### src/rtl/countdown_timer.sv
`default_nettype none
// ============================================================================
// Module      : countdown_timer
// Description : Loadable down-counter with valid/ready load handshake,
//               prescaler, one-shot or periodic reload and a one-cycle
//               expiry pulse. Counts expiries since the last accepted load.
//               Optional trace output: define COUNTDOWN_TIMER_TRACE_EN.
// Revision    : 1.0 - initial release
// ============================================================================
module countdown_timer #(
  parameter int WIDTH    = 4,
  parameter int PRESCALE = 1
) (
  input  logic             clock,
  input  logic             reset,
  input  logic             load_valid,
  output logic             load_ready,
  input  logic [WIDTH-1:0] load_value,
  input  logic             load_periodic,
  input  logic             enable,
  input  logic             abort,
  output logic [WIDTH-1:0] counter_out,
  output logic             busy,
  output logic             expired,
  output logic [7:0]       expire_count
);

  // Prescaler needs at least one bit even when every enabled cycle ticks.
  localparam int              c_PW       = (PRESCALE > 1) ? $clog2(PRESCALE) : 1;
  localparam logic [c_PW-1:0] c_PRE_LAST = c_PW'(PRESCALE - 1);
  localparam logic [WIDTH-1:0] c_ONE     = WIDTH'(1);

  typedef enum logic [0:0] {
    IDLE = 1'b0,
    RUN  = 1'b1
  } state_t;

  state_t           r_state;
  state_t           w_state_next;
  logic [c_PW-1:0]  r_pre;
  logic [c_PW-1:0]  w_pre_next;
  logic [WIDTH-1:0] r_reload;
  logic [WIDTH-1:0] w_reload_next;
  logic             r_periodic;
  logic             w_periodic_next;
  logic [WIDTH-1:0] w_counter_next;
  logic             w_busy_next;
  logic             w_expired_next;
  logic [7:0]       w_ecount_next;
  logic [7:0]       w_ecount_inc;

  assign load_ready   = (r_state == IDLE);
  // Expiry count saturates rather than wrapping.
  assign w_ecount_inc = (expire_count == 8'hFF) ? expire_count : expire_count + 8'd1;

  // State and output registers; reset takes effect immediately.
  always_ff @(posedge clock or negedge reset) begin
    if (!reset) begin
      r_state      <= IDLE;
      r_pre        <= '0;
      r_reload     <= '0;
      r_periodic   <= 1'b0;
      counter_out  <= '0;
      busy         <= 1'b0;
      expired      <= 1'b0;
      expire_count <= 8'd0;
    end else begin
      r_state      <= w_state_next;
      r_pre        <= w_pre_next;
      r_reload     <= w_reload_next;
      r_periodic   <= w_periodic_next;
      counter_out  <= w_counter_next;
      busy         <= w_busy_next;
      expired      <= w_expired_next;
      expire_count <= w_ecount_next;
    end
  end

  // Next-state logic: load handshake in IDLE, prescaled countdown in RUN.
  always_comb begin
    w_state_next    = r_state;
    w_pre_next      = r_pre;
    w_reload_next   = r_reload;
    w_periodic_next = r_periodic;
    w_counter_next  = counter_out;
    w_busy_next     = busy;
    w_expired_next  = 1'b0;
    w_ecount_next   = expire_count;
    case (r_state)
      IDLE: begin
        // abort has no meaning here; a pending load always wins.
        if (load_valid) begin
          w_counter_next  = load_value;
          w_reload_next   = load_value;
          w_periodic_next = load_periodic;
          w_pre_next      = '0;
          if (load_value != '0) begin
            w_state_next  = RUN;
            w_busy_next   = 1'b1;
            w_ecount_next = 8'd0;
          end else begin
            // A zero count has already elapsed: report it immediately.
            w_expired_next = 1'b1;
            w_ecount_next  = 8'd1;
          end
        end
      end
      RUN: begin
        if (abort) begin
          // Counter keeps its value so the consumer can see where it stopped.
          w_state_next = IDLE;
          w_busy_next  = 1'b0;
          w_pre_next   = '0;
        end else if (enable) begin
          if (r_pre == c_PRE_LAST) begin
            w_pre_next = '0;
            if (counter_out > c_ONE) begin
              w_counter_next = counter_out - c_ONE;
            end else begin
              w_expired_next = 1'b1;
              w_ecount_next  = w_ecount_inc;
              if (r_periodic) begin
                // Reload directly so zero is never shown in periodic mode.
                w_counter_next = r_reload;
              end else begin
                w_counter_next = '0;
                w_busy_next    = 1'b0;
                w_state_next   = IDLE;
              end
            end
          end else begin
            w_pre_next = r_pre + c_PW'(1);
          end
        end
      end
      default: begin
        w_state_next = IDLE;
        w_busy_next  = 1'b0;
      end
    endcase
  end

`ifdef COUNTDOWN_TIMER_TRACE_EN
  // Simulation trace of expiry and abort events.
  always_ff @(posedge clock) begin
    if (reset && w_expired_next)
      $display("(%0t ns) Timer expired, count %0d", $time, w_ecount_next);
    if (reset && (r_state == RUN) && abort)
      $display("(%0t ns) Timer aborted at %0d", $time, counter_out);
  end
`endif

endmodule
`default_nettype wire
### config.mk
export PLATFORM = sky130hd
export DESIGN_NAME = countdown_timer
export DESIGN_NICKNAME = d
export VERILOG_FILES = /design/src/rtl/countdown_timer.sv
export SDC_FILE = /design/constraint.sdc
export NUM_CORES = 1
export LEC_CHECK = 0
export ABC_CLOCK_PERIOD_IN_PS = 1700
export BUFFER_PORTS_ARGS = -buffer_cell sky130_fd_sc_hd__buf_2
export CAP_MARGIN = 10
export CORE_UTILIZATION = 48
export DETAILED_ROUTE_END_ITERATION = 10
export GPL_TIMING_DRIVEN = 0
export PLACE_DENSITY = 0.83
export REMOVE_ABC_BUFFERS = 1
export SETUP_SLACK_MARGIN = 0.1
export SLEW_MARGIN = 20
export SYNTH_ARGS = -nofsm -noshare
export SYNTH_HDL_FRONTEND = slang
export SYNTH_SLANG_ARGS = --single-unit
### constraint.sdc
create_clock -name clock -period 1.7 [get_ports clock]
set_input_delay 0 -clock clock [delete_from_list [all_inputs] [get_ports clock]]
set_output_delay 0 -clock clock [all_outputs]
set_load 0.02 [all_outputs]
Yosys cells after proc, flatten, opt, wreduce, memory -nomap -nowiden
Cells that the tools add are included.
Widths: inputs -> output; s select.
{"block": "op_classes", "n_reduce_logical": 6, "n_bitwise": 1, "add_sub_neg": 3, "n_lt_le_gt_ge": 1, "eq_ne": 12, "n_mux": 43}
{"cell": "$mux 8", "count": 6}
{"cell": "$mux 1", "count": 25}
{"cell": "$mux 4", "count": 6}
{"cell": "$pmux 8 s2", "count": 1}
{"cell": "$ne 2x2->1 const B", "count": 6}
{"cell": "$ne 3x3->1 const B", "count": 4}
{"cell": "$reduce_and 6->1", "count": 2}
{"cell": "$add 8x1->8 const B", "count": 1}
{"cell": "$eq 8x8->1 const B", "count": 1}
{"cell": "$pmux 1 s2", "count": 4}
{"cell": "$pmux 4 s2", "count": 1}
{"cell": "$gt 4x1->1 const B", "count": 1}
{"cell": "$reduce_and 2->1", "count": 2}
{"cell": "$reduce_and 4->1", "count": 1}
{"cell": "$reduce_bool 4->1", "count": 1}
{"cell": "$sub 4x1->4 const B", "count": 1}
{"cell": "$ne 2x1->1 const B", "count": 1}
{"cell": "$add 1x1->1 const B", "count": 1}
{"cell": "$not 1->1", "count": 1}
{"block": "totals", "reg_bits": 21, "out_inout_bits": 15}

Depth between registers and ports, before layout
{"block": "logic_depth", "ltp_word": 7, "ltp_mapped": 8, "mapped_depth_nobuf": 6}

Worst setup path after synthesis
No wires, ideal clock.
{"block": "synth_path", "kind": "flip-flop to flip-flop", "from": "register counter_out[0]", "to": "register expire_count[2]", "slack_ns": -0.119, "t_arrival_ns": 1.695, "required_time_ns": 1.576, "synth_period_minus_slack_ns": 1.819, "setup_time_ns": 0.124, "stages_incl_launch_ff": 8, "cell_sequence": "dfrtp_1 -> inv_1 -> ha_1 -> or2_1 -> buf_2 -> o211a_1 -> and3_1 -> a211o_1"}
{"block": "synth_between", "elab_chain_cells": 3}
{"item": "start: declaration", "line": "22", "text": "output logic [WIDTH-1:0] counter_out,"}
{"item": "start signal: assignment", "line": "72", "text": "counter_out <= w_counter_next;"}
{"item": "$gt 4x1->1", "line": "117", "text": "if (counter_out > c_ONE) begin"}
{"item": "$ne 2x2->1 (no source line)"}
{"item": "$reduce_and 6->1 (no source line)"}
{"item": "end signal: assignment", "line": "75", "text": "expire_count <= w_ecount_next;"}
{"item": "end: declaration", "line": "25", "text": "output logic [7:0] expire_count"}
No other way between the ends.
A chain may end at the register's enable or synchronous reset.

Worst setup path after layout
{"block": "layout_path", "from": "register counter_out[0]", "to": "register counter_out[0]"}
{"block": "layout_between", "elab_chain_cells": 6}
{"item": "$sub 4x1->4 / $gt 4x1->1 (equally long branches)", "line": "118, 117"}
{"item": "$mux 4 (*)", "line": "117"}
{"item": "$mux 4 (*)", "line": "115", "text": "if (r_pre == c_PRE_LAST) begin"}
{"item": "$mux 4 (*)", "line": "114", "text": "end else if (enable) begin"}
{"item": "$mux 4 (*)", "line": "109", "text": "if (abort) begin"}
{"item": "$pmux 4 s2 (*)", "line": "89", "text": "case (r_state)"}
Mark *: on every way between the ends. The rest lies on a longest branch, timed or not. The select of a mux whose other input is x is not followed.

==> summary.md <==
| Metric | Value |
|---|---|
| Status | finished clean |
| Worst setup SP type | register |
| Antenna Cells | 0 |
| RSZ-0062 raised after global routing | yes |
| Nets | 209 |
| Critical Path Stages | 9 |
| Vias | about 1400 |
| Row Count | 18 |
| Die outline width | 52.75 µm |
| Hold path depth | 4 |
| Flop-to-flop setup slack | ~0.019 ns |
| CTS tree | yes |
| Peak supply drop | 1.169 mV |
| Crit Path Max Fanout | 4 |
| Yosys warnings | 0 |
| Die Height | ~53 µm |
| Ys async rst share | between 90% and 100% |
| Cells after Synth | about 140 |
| CP Capture Point | counter_out[0] |
| WP data required | 1.91 ns |
| Final hold violation count | 0 |
| HPWL after DPL | around 2000 µm |
| P_leak | around 0.85 nW |
| DRT antenna net count | 0 |
| Final core occ | roughly three quarters |
| Global-route wire length before repair | 5451 µm |
| Placement Cell Area | about 1300 µm² |
| Mean post-synth cell area | just over 9 µm² |
| Initial Utilization | 50.36% |
| Vias per inst | between 6 and 7 |
| Initial antenna violation count | 0 |
| Clock root buffer | clkbuf_4 |
| Pre-antenna DRT Iters | 4 |
| Placed Cells | roughly 180 |
| Wire per inst | approximately 18 µm |
| Min Hold Slack | 0.07631 ns |
| Yosys reg bits | 20 |
| Final period utilization | between 90% and 100% |
| Max Cap Viol | 0 |
| P&R area growth vs syn | 45.85% |
| Post-Syn Area | approximately 1200 µm² |
| RR Endpoint | counter_out[0] |
| CP max stage delay | approximately 0.44 ns |
| Slew @ Worst Pin | 0.4564 ns |
| Final setup fails | 0 |
| CP max-delay cell | dfrtp_2 |
| Worst Hold Class | primary input to register |
| Post-route minimum period | approximately 1.7 ns |
| Vias in the first global route | 1180 |
| FF-to-FF Start | counter_out[0] |
| Buf/Inv on CP | 8 |
| Slew headroom | 69.57% |
| Fmax | 594.8 MHz |
| Worst-Skew Late Latency | ~0.30 ns |
| Clock sink count | 20 |
| Cell Count, Final, Fillers Out | about 220 |
| Routed WL | roughly 4100 µm |
| Gpl congestion | around 0.84 |
| WS Path Type | register to register |
| Commonest cells after routing, fill and taps aside | 28 x nand2_1, 27 x buf_4, 24 x buf_2 |
| Largest net degree at the start of global routing | 21 |
| Max-slew violations | 0 |
| Commonest non-fill, non-tap cell in the layout | nand2_1 |
| I/O Pins | 25 |
| Reg2Reg Depth | 9 |
| Layout cells sized above 1 | between 40% and 50% |
| Most used cell, CP | buf_4 |
| Cts bufs inserted | 3 |
| Port Buffer Count | 24 |
| H-tree level count | 1 |
| P per Cell Area | around 1700 nW/µm² |
| Sequential area share after synthesis | between 40% and 50% |
| Setup crit start | counter_out[0] |
| Core footprint | ~2500 µm² |
| Fillers | between 150 and 200 |
| Worst Skew | a little under 0.002 ns |
| Total grt overflow | 0 |
| Post-synth EDFFs | 0 |
| All-layer global routing usage | between 20 and 30% |
| Clk slew on worst S/H paths | 0.11 ns |
| Post-synth top flop | dfrtp_1 |
| Full die area | around 2800 µm² |
| Kind of end point of the critical path | register |
| Synth cell types | 47 |
| Setup_tns | 0 ns |
| CP top delay family | buffers and inverters |
| Finished Cell Area | between 1500 and 2000 µm² |
| Residual DRC count | 0 |
| Critical path arrival | around 1.9 ns |
| First DRT Iteration DRCs | slightly above 80 |
| Clock tree buffer depth | 2 |
| Crit path cell chain | inv_2 > buf_4 > buf_4 > buf_4 > buf_4 > buf_4 > buf_4 > buf_4 > o22ai_1 |
==> synth_stat cells (2+ instances only) <==
library cell / number / area [µm²]
a21oi_1: 5 / 25.02
a311oi_1: 2 / 17.52
a41oi_1: 2 / 17.52
and2_1: 2 / 12.51
buf_6: 4 / 45.04
clkbuf_1: 2 / 7.510
dfrtp_1: 20 / 500.5
ha_1: 3 / 37.54
inv_1: 5 / 18.77
nand2_1: 28 / 105.1
nand2b_1: 2 / 12.51
nand3_1: 6 / 30.03
nand4_1: 3 / 18.77
nor2_1: 6 / 22.52
nor3_1: 5 / 25.02
o211ai_1: 5 / 37.54
o21ai_0: 3 / 15.01
o311ai_0: 2 / 17.52
or3_1: 2 / 12.51
or4_1: 2 / 15.01
==> per-stage QoR <==
| stage | power [W] | setup WS, ns |
|---|---|---|
| 2_1_floorplan | 0.001601 | -0.09819 |
| 3_3_place_gp | 0.001896 | -0.3189 |
| 3_5_place_dp | 0.001951 | -0.3208 |
| 4_1_cts | 0.002613 | 0.08212 |
| 5_1_grt | 0.003129 | -0.01477 |
| 6_report | 0.002981 | 0.01888 |
==> state kept, by name, summed over array words and instances, names as in the netlist <==
register,flops
expired,1
r_state,1
expire_count,8
r_reload,4
r_periodic,1
counter_out,4
busy,1
==> logic make-up (layout without fill, tap and decap cells) <==
group,count (synthesis),after routing,share of synthesized area (%)
muxes,2,2,1.721
AOI/OAI and AO/OA,30,30,18.83
buffers and inverters,12,70,6.174
DFF,20,20,40.49
and+or+nand+nor,69,69,29.76
adders and majority gates,3,3,3.037
==> report_power, final <==
| part | total, W | internal, W | switching, W | leakage [nW] |
|---|---|---|---|---|
| Sequential | 0.000921 | 0.000647 | 0.000273 | 0.250 |
| Clock | 0.000230 | 0.0000825 | 0.000148 | 0.0138 |
| Combinational | 0.00183 | 0.000873 | 0.000958 | 0.582 |
| Total | 0.00298 | 0.00160 | 0.00138 | 0.845 |
==> layout make-up <==
| class | instances | area [µm²] | share of cell area [%] |
|---|---|---|---|
| sequential | 20 | 504.2 | 27.97 |
| clock buffer | 3 | 22.52 | 1.249 |
| timing repair buffer | 62 | 435.4 | 24.15 |
| tap | 30 | 37.54 | 2.082 |
| multi-input combinational | 104 | 780.7 | 43.30 |
| inverter | 5 | 22.52 | 1.249 |
==> worst min-delay path by stage <==
| stage | from | endpoint |
|---|---|---|
| after floorplan | reset | busy |
| after global placement | reset | expire_count[5] |
| after detailed placement | reset | expire_count[4] |
| after CTS | abort | expired |
| after global routing | abort | busy |
| final | abort | busy |
==> per-layer routing <==
metal | GRT usage, % | vias to the layer above | part of all wire [%]
met5 | 0 | - | 0
met4 | 10.53 | 0 | 3.0
met3 | 3.768 | 16 | 7.8
met2 | 45.15 | 90 | 49
met1 | 35.83 | 635 | 40
li1 | - | 625 | -
==> worst min-delay path: stages <==
cell     delay [ns]
buf_2          0.11
a41oi_2        0.05
a21oi_1        0.14
nor2_1         0.05
==> what timing repair did <==
action                                  4_1_cts  5_1_grt
endpoints found under the hold margin        29        1
pin swaps                                     6       14
cloned                                        0        0
endpoints found under the setup margin       16       11
hold buffers                                  8        1
setup buffers                                21        8
gates resized for setup                      12       19
No activity file was read; power rests on OpenSTA's default activity.
